$ cat config.mk
export PLATFORM = sky130hd
export DESIGN_NAME = rr_arbiter
export DESIGN_NICKNAME = d
export VERILOG_FILES = /design/src/rtl/rr_arbiter_pkg.sv /design/src/rtl/rr_pick.sv /design/src/rtl/rr_arbiter.sv
export SDC_FILE = /design/constraint.sdc
export NUM_CORES = 1
export LEC_CHECK = 0
export CORE_ASPECT_RATIO = 1.4
export CORE_MARGIN = 5
export CORE_UTILIZATION = 45
export CTS_CLUSTER_SIZE = 14
export DETAILED_ROUTE_END_ITERATION = 8
export PLACE_DENSITY = 0.76
export SLEW_MARGIN = 10
export SYNTH_ARGS = -nofsm -noshare
export SYNTH_HDL_FRONTEND = slang
export SYNTH_SLANG_ARGS = --single-unit
$ cat constraint.sdc
create_clock -name clk -period 1.4 [get_ports clk]
set_input_delay 0.14 -clock clk [delete_from_list [all_inputs] [get_ports clk]]
set_output_delay 0.14 -clock clk [all_outputs]
set_load 0.02 [all_outputs]
$ cat src/rtl/rr_arbiter_pkg.sv
// rtl/rr_arbiter_pkg.sv - shared state encodings, defaults and clog2 helper for rr_arbiter
package rr_arbiter_pkg;

    localparam int DEF_N        = 4;
    localparam int DEF_MAX_HOLD = 8;
    localparam int DEF_COOLDOWN = 2;

    localparam logic [2:0] ST_IDLE = 3'b001;
    localparam logic [2:0] ST_BUSY = 3'b010;
    localparam logic [2:0] ST_COOL = 3'b100;

    function automatic int clog2(input int value);
        int result;
        result = 0;
        for (int i = 0; i < 31; i++) begin
            if ((1 << i) < value) begin
                result = i + 1;
            end
        end
        return result;
    endfunction

endpackage

$ cat src/rtl/rr_pick.sv
// rtl/rr_pick.sv - combinational circular priority search starting just after ptr
module rr_pick
    import rr_arbiter_pkg::*;
#(
    parameter int N  = DEF_N,
    parameter int PW = clog2(DEF_N)
) (
    input  logic [N-1:0]  req,
    input  logic [PW-1:0] ptr,
    output logic          any,
    output logic [PW-1:0] winner,
    output logic [N-1:0]  winner_oh
);

    logic [PW-1:0] cand;

    always_comb begin
        any       = 1'b0;
        winner    = '0;
        winner_oh = '0;
        cand      = '0;
        // Offsets 1..N visit every index once, ptr itself last.
        for (int i = 1; i <= N; i++) begin
            cand = PW'((int'(ptr) + i) % N);
            if (!any && req[cand]) begin
                any    = 1'b1;
                winner = cand;
            end
        end
        if (any) begin
            winner_oh[winner] = 1'b1;
        end
    end

endmodule

$ cat src/rtl/rr_arbiter.sv
// rtl/rr_arbiter.sv - round-robin arbiter with hold limit, forced preemption and cooldown
module rr_arbiter
    import rr_arbiter_pkg::*;
#(
    parameter int N        = DEF_N,
    parameter int MAX_HOLD = DEF_MAX_HOLD,
    parameter int COOLDOWN = DEF_COOLDOWN
) (
    input  logic                 clk,
    input  logic                 rst_b,
    input  logic [N-1:0]         req,
    input  logic [N-1:0]         rel,
    output logic [N-1:0]         gnt,
    output logic [clog2(N)-1:0]  owner,
    output logic                 busy,
    output logic                 timeout
);

    localparam int OW = clog2(N);
    localparam int HW = clog2(MAX_HOLD);
    localparam int CW = clog2(COOLDOWN + 1);

    logic [2:0]    state;
    logic [OW-1:0] ptr;
    logic [HW-1:0] hold_cnt;
    logic [CW-1:0] cool_cnt;

    logic          pick_any;
    logic [OW-1:0] pick_idx;
    logic [N-1:0]  pick_oh;
    logic          cool_done;
    logic          do_pick;
    logic          owner_done;

    rr_pick #(
        .N  (N),
        .PW (OW)
    ) u_pick (
        .req       (req),
        .ptr       (ptr),
        .any       (pick_any),
        .winner    (pick_idx),
        .winner_oh (pick_oh)
    );

    assign cool_done  = (state == ST_COOL) && (cool_cnt == CW'(COOLDOWN - 1));
    assign do_pick    = pick_any && ((state == ST_IDLE) || cool_done);
    assign owner_done = rel[owner] || !req[owner];

    always_ff @(posedge clk or negedge rst_b) begin
        if (!rst_b) begin
            state    <= ST_IDLE;
            gnt      <= '0;
            busy     <= 1'b0;
            owner    <= '0;
            timeout  <= 1'b0;
            ptr      <= OW'(N - 1);
            hold_cnt <= '0;
            cool_cnt <= '0;
        end else begin
            timeout <= 1'b0;
            if (do_pick) begin
                state    <= ST_BUSY;
                ptr      <= pick_idx;
                owner    <= pick_idx;
                gnt      <= pick_oh;
                busy     <= 1'b1;
                hold_cnt <= '0;
            end else begin
                case (state)
                    ST_IDLE: ;
                    ST_BUSY: begin
                        // A release in the limit cycle wins over preemption.
                        if (owner_done) begin
                            state <= ST_IDLE;
                            gnt   <= '0;
                            busy  <= 1'b0;
                        end else if (hold_cnt == HW'(MAX_HOLD - 1)) begin
                            state    <= ST_COOL;
                            gnt      <= '0;
                            busy     <= 1'b0;
                            timeout  <= 1'b1;
                            cool_cnt <= '0;
                        end else begin
                            hold_cnt <= hold_cnt + 1'b1;
                        end
                    end
                    ST_COOL: begin
                        if (cool_done) begin
                            state <= ST_IDLE;
                        end else begin
                            cool_cnt <= cool_cnt + 1'b1;
                        end
                    end
                    default: begin
                        state <= ST_IDLE;
                        gnt   <= '0;
                        busy  <= 1'b0;
                    end
                endcase
            end
        end
    end

endmodule

Word level (Yosys, flattened, before mapping)
Index checks and enable logic that the tools add are counted.
Cells by class
  add/sub/neg operators: 6
  $lt $le $gt $ge: 7
  eq/ne operators: 14
  mux-type cells: 48
  bitwise gates (word level): 1
  reductions and logical operators: 19
Operator list (number)
  two-way mux 3 bit: 8
  less-than comparator 2 x 3 -> 1 bit (second input constant): 6
  two-way mux 1 bit: 18
  two-way mux 4 bit: 4
  two-way mux 2 bit: 7
  binary-select mux 1 bit (select 2 bit): 6
  != test 2 bit (second input constant): 6
  one-hot mux 3 bit (3 select lines): 1
  one-hot mux 4 bit (2 select lines): 1
  adder 2 x 1 -> 2 bit (second input constant): 3
  equality test 3 bit (second input constant): 2
  logical AND 1 bit: 6
  AND reduction 3 bit: 2
  AND reduction 5 bit: 1
  adder 2 bit (second input constant): 2
  logical NOT 1 bit: 4
  != test 4 bit (second input constant): 1
  one-hot mux 2 bit (2 select lines): 1
  nonzero test 2 bit: 2
  adder 3 x 1 -> 3 bit (second input constant): 1
  equality test 3 x 1 -> 1 bit (second input constant): 1
  equality test 3 x 2 -> 1 bit (second input constant): 1
  != test 3 bit (second input constant): 1
  demux 1 bit (select 2 bit): 1
  other kinds (8): 9
Storage, ports and cells
  bits in registers: 18
  word-level logic and storage cells: 103

Logic depth before layout (Yosys ltp)
Gate-level depths: netlist of the first run.
  word-level depth: 19
  depth in mapped cells: 6
  gate-level depth less buffers: 6

Cells and area by module
A second synthesis of the first run with hierarchy kept.
Second synthesis, totals
  cells, all modules: 113
  area, all modules: 1166.1 µm²
Modules (own cells, without submodules)
  rr_arbiter: instances 1, cells an instance 79, area an instance 943.4 µm²
  rr_pick: instances 1, cells an instance 34, area an instance 222.7 µm²

Least setup slack after synthesis of the first run
No wires, ideal clock.
  path type: register to register
  start point: reg owner[1]
  end point: reg gnt[2]
  library setup time: 0.066 ns
  arrival time: 1.534 ns
  required time: 1.334 ns
  setup slack: -0.199 ns
  cell stages (with the launch flop): 4
  cells stage by stage: dfrtp_1 -> mux4_2 -> o32ai_4 -> a22o_1
Between the ends
  cells in the longest elaborated chain, start to end: 7
RTL lines
  start: declaration: RTL line rr_arbiter.sv:14  | output logic [clog2(N)-1:0] owner,
  start signal: assignment: RTL line rr_arbiter.sv:65  | owner <= pick_idx;
  binary-select mux 1 bit (select 2 bit): RTL line rr_arbiter.sv:48  | assign owner_done = rel[owner] || !req[owner];
  two-way mux 1 bit (implied by the code): RTL line rr_arbiter.sv:48
  logical NOT 1 bit: RTL line rr_arbiter.sv:48
  logical OR 1 bit *: RTL line rr_arbiter.sv:48
  two-way mux 4 bit: RTL line rr_arbiter.sv:74  | if (owner_done) begin
  one-hot mux 4 bit (2 select lines): RTL line rr_arbiter.sv:70  | case (state)
  two-way mux 4 bit: RTL line rr_arbiter.sv:62  | if (do_pick) begin
  end signal: assignment: RTL line rr_arbiter.sv:66  | gnt <= pick_oh;
  end: declaration: RTL line rr_arbiter.sv:13  | output logic [N-1:0] gnt,
Mark *: on every way between the ends. The rest lies on a longest branch, timed or not. The select of a mux whose other input is x is not followed.
A chain may end at the register's enable or synchronous reset.

Worst setup path in the final report of the first run
  start point: reg cool_cnt[1]
  end point: reg gnt[1]
Between the ends
  cells in the longest elaborated chain, start to end: 6
RTL lines
  start: declaration: RTL line rr_arbiter.sv:26  | logic [CW-1:0] cool_cnt;
  start signal: assignment: RTL line rr_arbiter.sv:92  | cool_cnt <= cool_cnt + 1'b1;
  equality test 2 x 1 -> 1 bit *: RTL line rr_arbiter.sv:46  | assign cool_done = (state == ST_COOL) && (cool_cnt == CW'(COOLDOWN - 1));
  logical AND 1 bit *: RTL line rr_arbiter.sv:46
  logical OR 1 bit *: RTL line rr_arbiter.sv:47  | assign do_pick = pick_any && ((state == ST_IDLE) || cool_done);
  logical AND 1 bit *: RTL line rr_arbiter.sv:47
  != test 4 bit (no line) / != test 2 x 1 -> 1 bit (equally long branches)
  AND reduction 2 bit (no line)
Mark *: on every way between the ends. The rest lies on a longest branch, timed or not.

==> out/summary.txt, run 1 <==
fin worst setup slack: -0.161 ns
register area share after synthesis: 0.462
status: finished with violations
vias in the first global route: 977
core area: 2130 um2
total detailed-routing wirelength: 2.48 mm
top post-synthesis cells by count: dfrtp_1 (15), nand2_1 (12), a21oi_1 (7)
failing checks: negative setup slack
fin crit share: 1.11
r2r setup slk: -0.16 ns
Finished Layout Cells: 166
Num CTS Buffers: 3
type of the tightest min-delay check: in2async
# diodes: 0
layout cell share with drive strength beyond 1: 0.438
Mean Syn Cell Area: 10.5 um2
min Tclk post-route: 1.56 ns
Core Util, Final: 0.717
dpl cells: 154
I/O Pins: 18
crit end category: register
largest net degree at the start of global routing: 19
Setup CP Type: reg2reg
slowest stage cell, crit path: dfrtp_1
Via density: 5.52
# setup viols final: 14
CTS Root Cell: clkbuf_4
CTS sink cnt: 18
die height: 65.3 um
most frequent cell after synthesis: dfrtp_1
Die Wd: 49.5 um
GPL Wtd Cong: 0.862
Warnings, synthesis: 0
max cap viols: 0
ys flop type: dfrtp_1
Worst-Margin Slew: 0.411 ns
Arrival @ worst endpoint: 1.78 ns
Total GRT Usage: 0.165
Yosys top cell area share: 0.382
Reg clk slew, reported paths: 0.10 ns
RSZ-0062 raised after global routing: true
NumNets Final: 158
Final Hold Vio Count: 0
critical-path cell list: inv_2 -> ha_4 -> nand3b_1 -> a211oi_4 -> buf_6 -> nand2_1 -> o2bb2ai_2
Skew-Pair Late Insertion Delay: 0.29 ns
total iterations of the first detailed-routing run: 4
# DRC: 0
max incr delay on CP: 0.40 ns
FF+latch count, synth: 18
Die ar.: 3230 um2
number of synthesized flops with an enable pin: 0
Max FO, Critical Path: 5
CTS H-Tree Depth: 1
starting density of the core: 0.462
Setup Skew: 0.00580 ns
Mapped Area: 983 um2
area delta synth->final: 55.1%
total congestion overflow: 0
Final HPWL DP: 1.80 mm
routed len/inst: 15.0 um
CP required: 1.62 ns
fmax: 641 MHz
Worst Setup Slack post-DPL: -0.441 ns
Final Max Tran Viols: 0
initial antenna violation count: 0
Vias: 917
VDD IR-drop max: 1.34 mV
Post-Syn Nets: 107
buffers added on ports: 17
Final ANT Viol Nets: 0
first-pass GRT wire length: 4.28 mm
TritonCTS clock tree: yes
ys async rst share: 1.00
CP startpoint kind: register
Yosys top cell by area: dfrtp_1
first-iteration detailed-routing DRC count: 30
layout filler cell count: 145
top cells by area, synth: dfrtp_1 (38%), dfstp_2 (8.0%), nand2_1 (4.6%), mux2i_1 (4.1%), ha_1 (3.8%)
Lkg Pwr: 0.758 nW
Rows: 20
post-synthesis cell count: 94
Synth cell types: 36
Slew headroom: 0.724
Pwr Density: 1940 nW/um2
Longest Clk Path Bufs: 2
[state kept, by name (all words and copies together) (netlist names)]
signal,flops
timeout,1
cool_cnt,2
owner,2
gnt,4
ptr,2
state,3
hold_cnt,3
busy,1
[where the power goes]
part | leakage, nW | internal [mW] | switching [mW]
registers | 0.220 | 0.746 | 0.159
logic | 0.523 | 0.910 | 0.875
clock network | 0.0150 | 0.111 | 0.155
total | 0.758 | 1.77 | 1.19
[layout by cell type (no fill, tap or decap), types with 2 or more instances in the layout]
cell,n
nor2_2,2
nor2_4,3
inv_1,5
dfrtp_2,2
dfrtp_1,13
nand2_1,12
clkdlybuf4s50_1,6
buf_4,28
clkbuf_4,3
dlygate4sd2_1,8
a31oi_1,2
nand2b_1,5
dlymetal6s2s_1,3
a21oi_1,6
ha_1,2
o2bb2ai_2,2
dfstp_2,3
buf_6,2
nor2_1,2
nor2b_1,2
mux2i_1,4
[layout make-up]
class | instances | area [um2] | share of cell area
flip-flops and latches | 18 | 457 | 0.299
well taps | 22 | 27.5 | 0.0180
clock buffers | 4 | 26.3 | 0.0172
multi-input cells | 69 | 592 | 0.388
inverters | 6 | 22.5 | 0.0148
repair buffers | 47 | 400 | 0.263
[worst max-delay path, delay by kind of cell, from the launching register on]
kind                     cells  cell delay [ns]
AO/OA/AOI/OAI                2             0.49
flip-flops                   1             0.40
buffers and inverters        2             0.26
AND/OR/NAND/NOR              2             0.22
adder cells (fa/ha/maj)      1             0.13
[stage by stage]
| step | total power, mW | cell area, um2 | hold WS, ns | TNS (ns) |
|---|---|---|---|---|
| 3_3_place_gp | 2.27 | 1350 | 0.488 | -5.47 |
| 2_1_floorplan | 1.68 | 1000 | -0.156 | -0.910 |
| 6_report | 2.95 | 1530 | 0.173 | -1.58 |
| 4_1_cts | 2.76 | 1450 | 0.181 | -1.66 |
| 3_5_place_dp | 2.34 | 1350 | 0.490 | -6.27 |
| 5_1_grt | 3.20 | 1530 | 0.189 | -2.86 |
[logic make-up (layout without fill, tap and decap cells)]
kind of cell	Yosys count	count (layout)	share of synthesized area
AO/OA/AOI/OAI	24	24	0.195
XOR/XNOR	1	1	0.00891
adder cells (fa/ha/maj)	3	3	0.0382
buffers and inverters	7	57	0.0343
flip-flops	18	18	0.462
multiplexers	5	5	0.0636
AND/OR/NAND/NOR	36	36	0.198
[path summary, 6_finish.rpt]
| path | to | from | cells past startpoint |
|---|---|---|---|
| min | timeout | rst_b | 2 |
| max | gnt[1] | cool_cnt[1] | 7 |
| max reg2reg | gnt[1] | cool_cnt[1] | 7 |
| min reg2reg | gnt[0] | gnt[0] | 1 |
| max in group asynchronous | ptr[0] | rst_b | 2 |
| min in group clk | gnt[0] | gnt[0] | 1 |
[timing repair]
action | CTS | global route
endpoints found under the setup margin | 22 | 19
gates resized for setup | 16 | 16
pin swaps | 4 | 4
setup buffers | 5 | 3
hold buffers | 0 | 0
[metal layers]
layer | vias up | wire length (um) | global-route usage
li1 | 441 | - | -
met1 | 461 | 933 | 0.200
met2 | 11 | 1450 | 0.295
met3 | 4 | 58 | 0.0272
met4 | 0 | 35 | 0.0525
met5 | - | 0 | 0
Note: power is estimated with default switching activity, not from simulation.
==> run 2: changes to the inputs <==
--- a/config.mk
+++ b/config.mk
@@ -7,10 +7,11 @@
 export LEC_CHECK = 0
 export CORE_ASPECT_RATIO = 1.4
 export CORE_MARGIN = 5
-export CORE_UTILIZATION = 45
+export CORE_UTILIZATION = 50
 export CTS_CLUSTER_SIZE = 14
 export DETAILED_ROUTE_END_ITERATION = 8
-export PLACE_DENSITY = 0.76
+export MAX_ROUTING_LAYER = met4
+export PLACE_DENSITY = 0.8
 export SLEW_MARGIN = 10
 export SYNTH_ARGS = -nofsm -noshare
 export SYNTH_HDL_FRONTEND = slang
==> constraint.sdc (replaced) <==
create_clock -name clk -period 1.75 [get_ports clk]
set_input_delay 0.175 -clock clk [delete_from_list [all_inputs] [get_ports clk]]
set_output_delay 0.175 -clock clk [all_outputs]
set_load 0.02 [all_outputs]
==> run 2 against run 1 <==
- largest cell class unchanged
- clock power fell by 7.9%
- flip-flop and latch count stayed put
- hold slack improved by 0.038 ns
- the flow now finishes without violations
- sequential power down 19%
- combinational power is 43% lower
- utilization shrank 3.9 points
- global-route usage increased by 0.93 points
- clock skew fell by 0.0035 ns
- register-to-register slack gained 0.28 ns
- critical path depth fell by 2
- power is 32% lower
==> out/summary.txt, run 2 (synthesized netlist as in run 1, its figures left out) <==
Slew headroom: 0.737
FF/Latch Area: 454 um2
CTS Root Cell: clkbuf_4
max cap viols: 0
most frequent cells in the layout: clkdlybuf4s50_1 (17), dfrtp_1 (15), nand2_1 (12)
crit end category: register
Power Internal: 1.21 mW
Skew-Pair Late Insertion Delay: 0.28 ns
total detailed-routing wirelength: 2.10 mm
type of the tightest min-delay check: in2async
# diodes: 0
most common cell after layout, fill and taps aside: clkdlybuf4s50_1
buffers added on ports: 17
# setup viols final: 0
Total GRT Usage: 0.175
Rows: 19
vias in the first global route: 866
largest net degree at the start of global routing: 19
total iterations of the first detailed-routing run: 4
Reg2Reg Launch Point: cool_cnt[1]
CP required: 1.98 ns
Setup CP Type: in2reg
Comb power frac: 0.509
Arrival @ worst endpoint: 1.86 ns
clock power share: 0.122
total congestion overflow: 0
Longest Clk Path Bufs: 2
initial antenna violation count: 0
critical path startpoint: req[1]
sw frac: 0.392
core area: 1930 um2
area delta synth->final: 32.8%
routed len/inst: 14.4 um
total chip power: 2.00 mW
die height: 62.5 um
Setup Skew: 0.00232 ns
Final Hold Vio Count: 0
status: finished clean
Final HPWL DP: 1.68 mm
Die Wd: 47.5 um
RR Endpoint: gnt[3]
Largest register FFs: 4
Num CTS Buffers: 3
Hold Slack: 0.211 ns
area of the multi-input gates: 514 um2
min Tclk post-route: 1.63 ns
CTS H-Tree Depth: 1
I/O Pins: 18
layout filler cell count: 140
top flop regs: gnt (4), hold_cnt (3), state (3)
Via density: 5.74
Max FO, Critical Path: 5
fmax: 613 MHz
# DRC: 0
starting density of the core: 0.511
Vias: 838
Final Max Tran Viols: 0
Reg with most FFs: gnt
Die ar.: 2970 um2
TritonCTS clock tree: yes
Lkg Pwr: 0.592 nW
Final ANT Viol Nets: 0
fin crit share: 0.932
NumNets Final: 139
first-pass GRT wire length: 3.85 mm
GPL Wtd Cong: 0.840
r2r setup slk: 0.12 ns
reg2reg path depth: 6
VDD IR-drop max: 1.14 mV
Pwr Density: 1530 nW/um2
CP startpoint kind: input port
layout cell share with drive strength beyond 1: 0.232
Seq pwr share: 0.368
Net Sw Power: 0.782 mW
first-iteration detailed-routing DRC count: 25
CTS sink cnt: 18
RSZ-0062 raised after global routing: false
Reg clk slew, reported paths: 0.09 ns
Worst-Margin Slew: 0.394 ns
[run 2: worst max path at each step]
stage | slack, ns | endpoint | depth (start not counted)
6_report | 0.12 | gnt[2] | 5
5_1_grt | 0.01 | owner[0] | 7
3_5_place_dp | -0.18 | gnt[2] | 5
3_3_place_gp | -0.13 | gnt[2] | 5
2_1_floorplan | 0.15 | gnt[2] | 3
4_1_cts | 0.06 | gnt[3] | 6
[run 2: area by class of cell]
cell class / instances / area share
Multi-Input combinational cell: 69 / 0.394
Sequential cell: 18 / 0.348
Timing Repair Buffer: 28 / 0.193
Clock buffer: 4 / 0.0278
Tap cell: 21 / 0.0201
Inverter: 6 / 0.0172
[run 2: what timing repair did]
action                                  4_1_cts  5_1_grt
resized for setup                             0        4
hold buffers                                  0        0
endpoints found under the setup margin        0        3
setup buffers                                 0        0
[run 2: metrics by stage]
stage	std cells	utilization	setup TNS, ns	area, um2	setup slack [ns]
after floorplan	94	-	0	983	0.151
after global placement	142	0.650	-0.835	1250	-0.133
after detailed placement	142	0.650	-1.30	1250	-0.181
after CTS	146	0.669	0	1290	0.0637
after global routing	146	0.678	0	1310	0.0131
final	146	0.678	0	1310	0.119
[run 2: power groups by stage]
stage | Sequential, mW | Clock, mW | Combinational (mW)
2_1_floorplan | 0.805 | 0 | 0.502
3_5_place_dp | 0.740 | 0 | 0.971
4_1_cts | 0.733 | 0.254 | 0.975
6_report | 0.735 | 0.244 | 1.02
3_3_place_gp | 0.732 | 0 | 0.940
5_1_grt | 0.772 | 0.277 | 1.13
[run 2: per-layer routing]
| metal | part of all wire | up-vias | wire length, um | GRT usage |
|---|---|---|---|---|
| li1 | - | 398 | - | - |
| met1 | 0.40 | 416 | 832 | 0.223 |
| met2 | 0.55 | 20 | 1160 | 0.280 |
| met3 | 0.040 | 4 | 84 | 0.0288 |
| met4 | 0.0091 | 0 | 19 | 0.0415 |
| met5 | 0 | - | 0 | - |
[run 2: worst max-delay path: stages]
cell and delay, ns:
clkdlybuf4s50_1 0.53, nand2b_1 0.07, mux4_2 0.53, o32ai_4 0.36, a22o_1 0.19
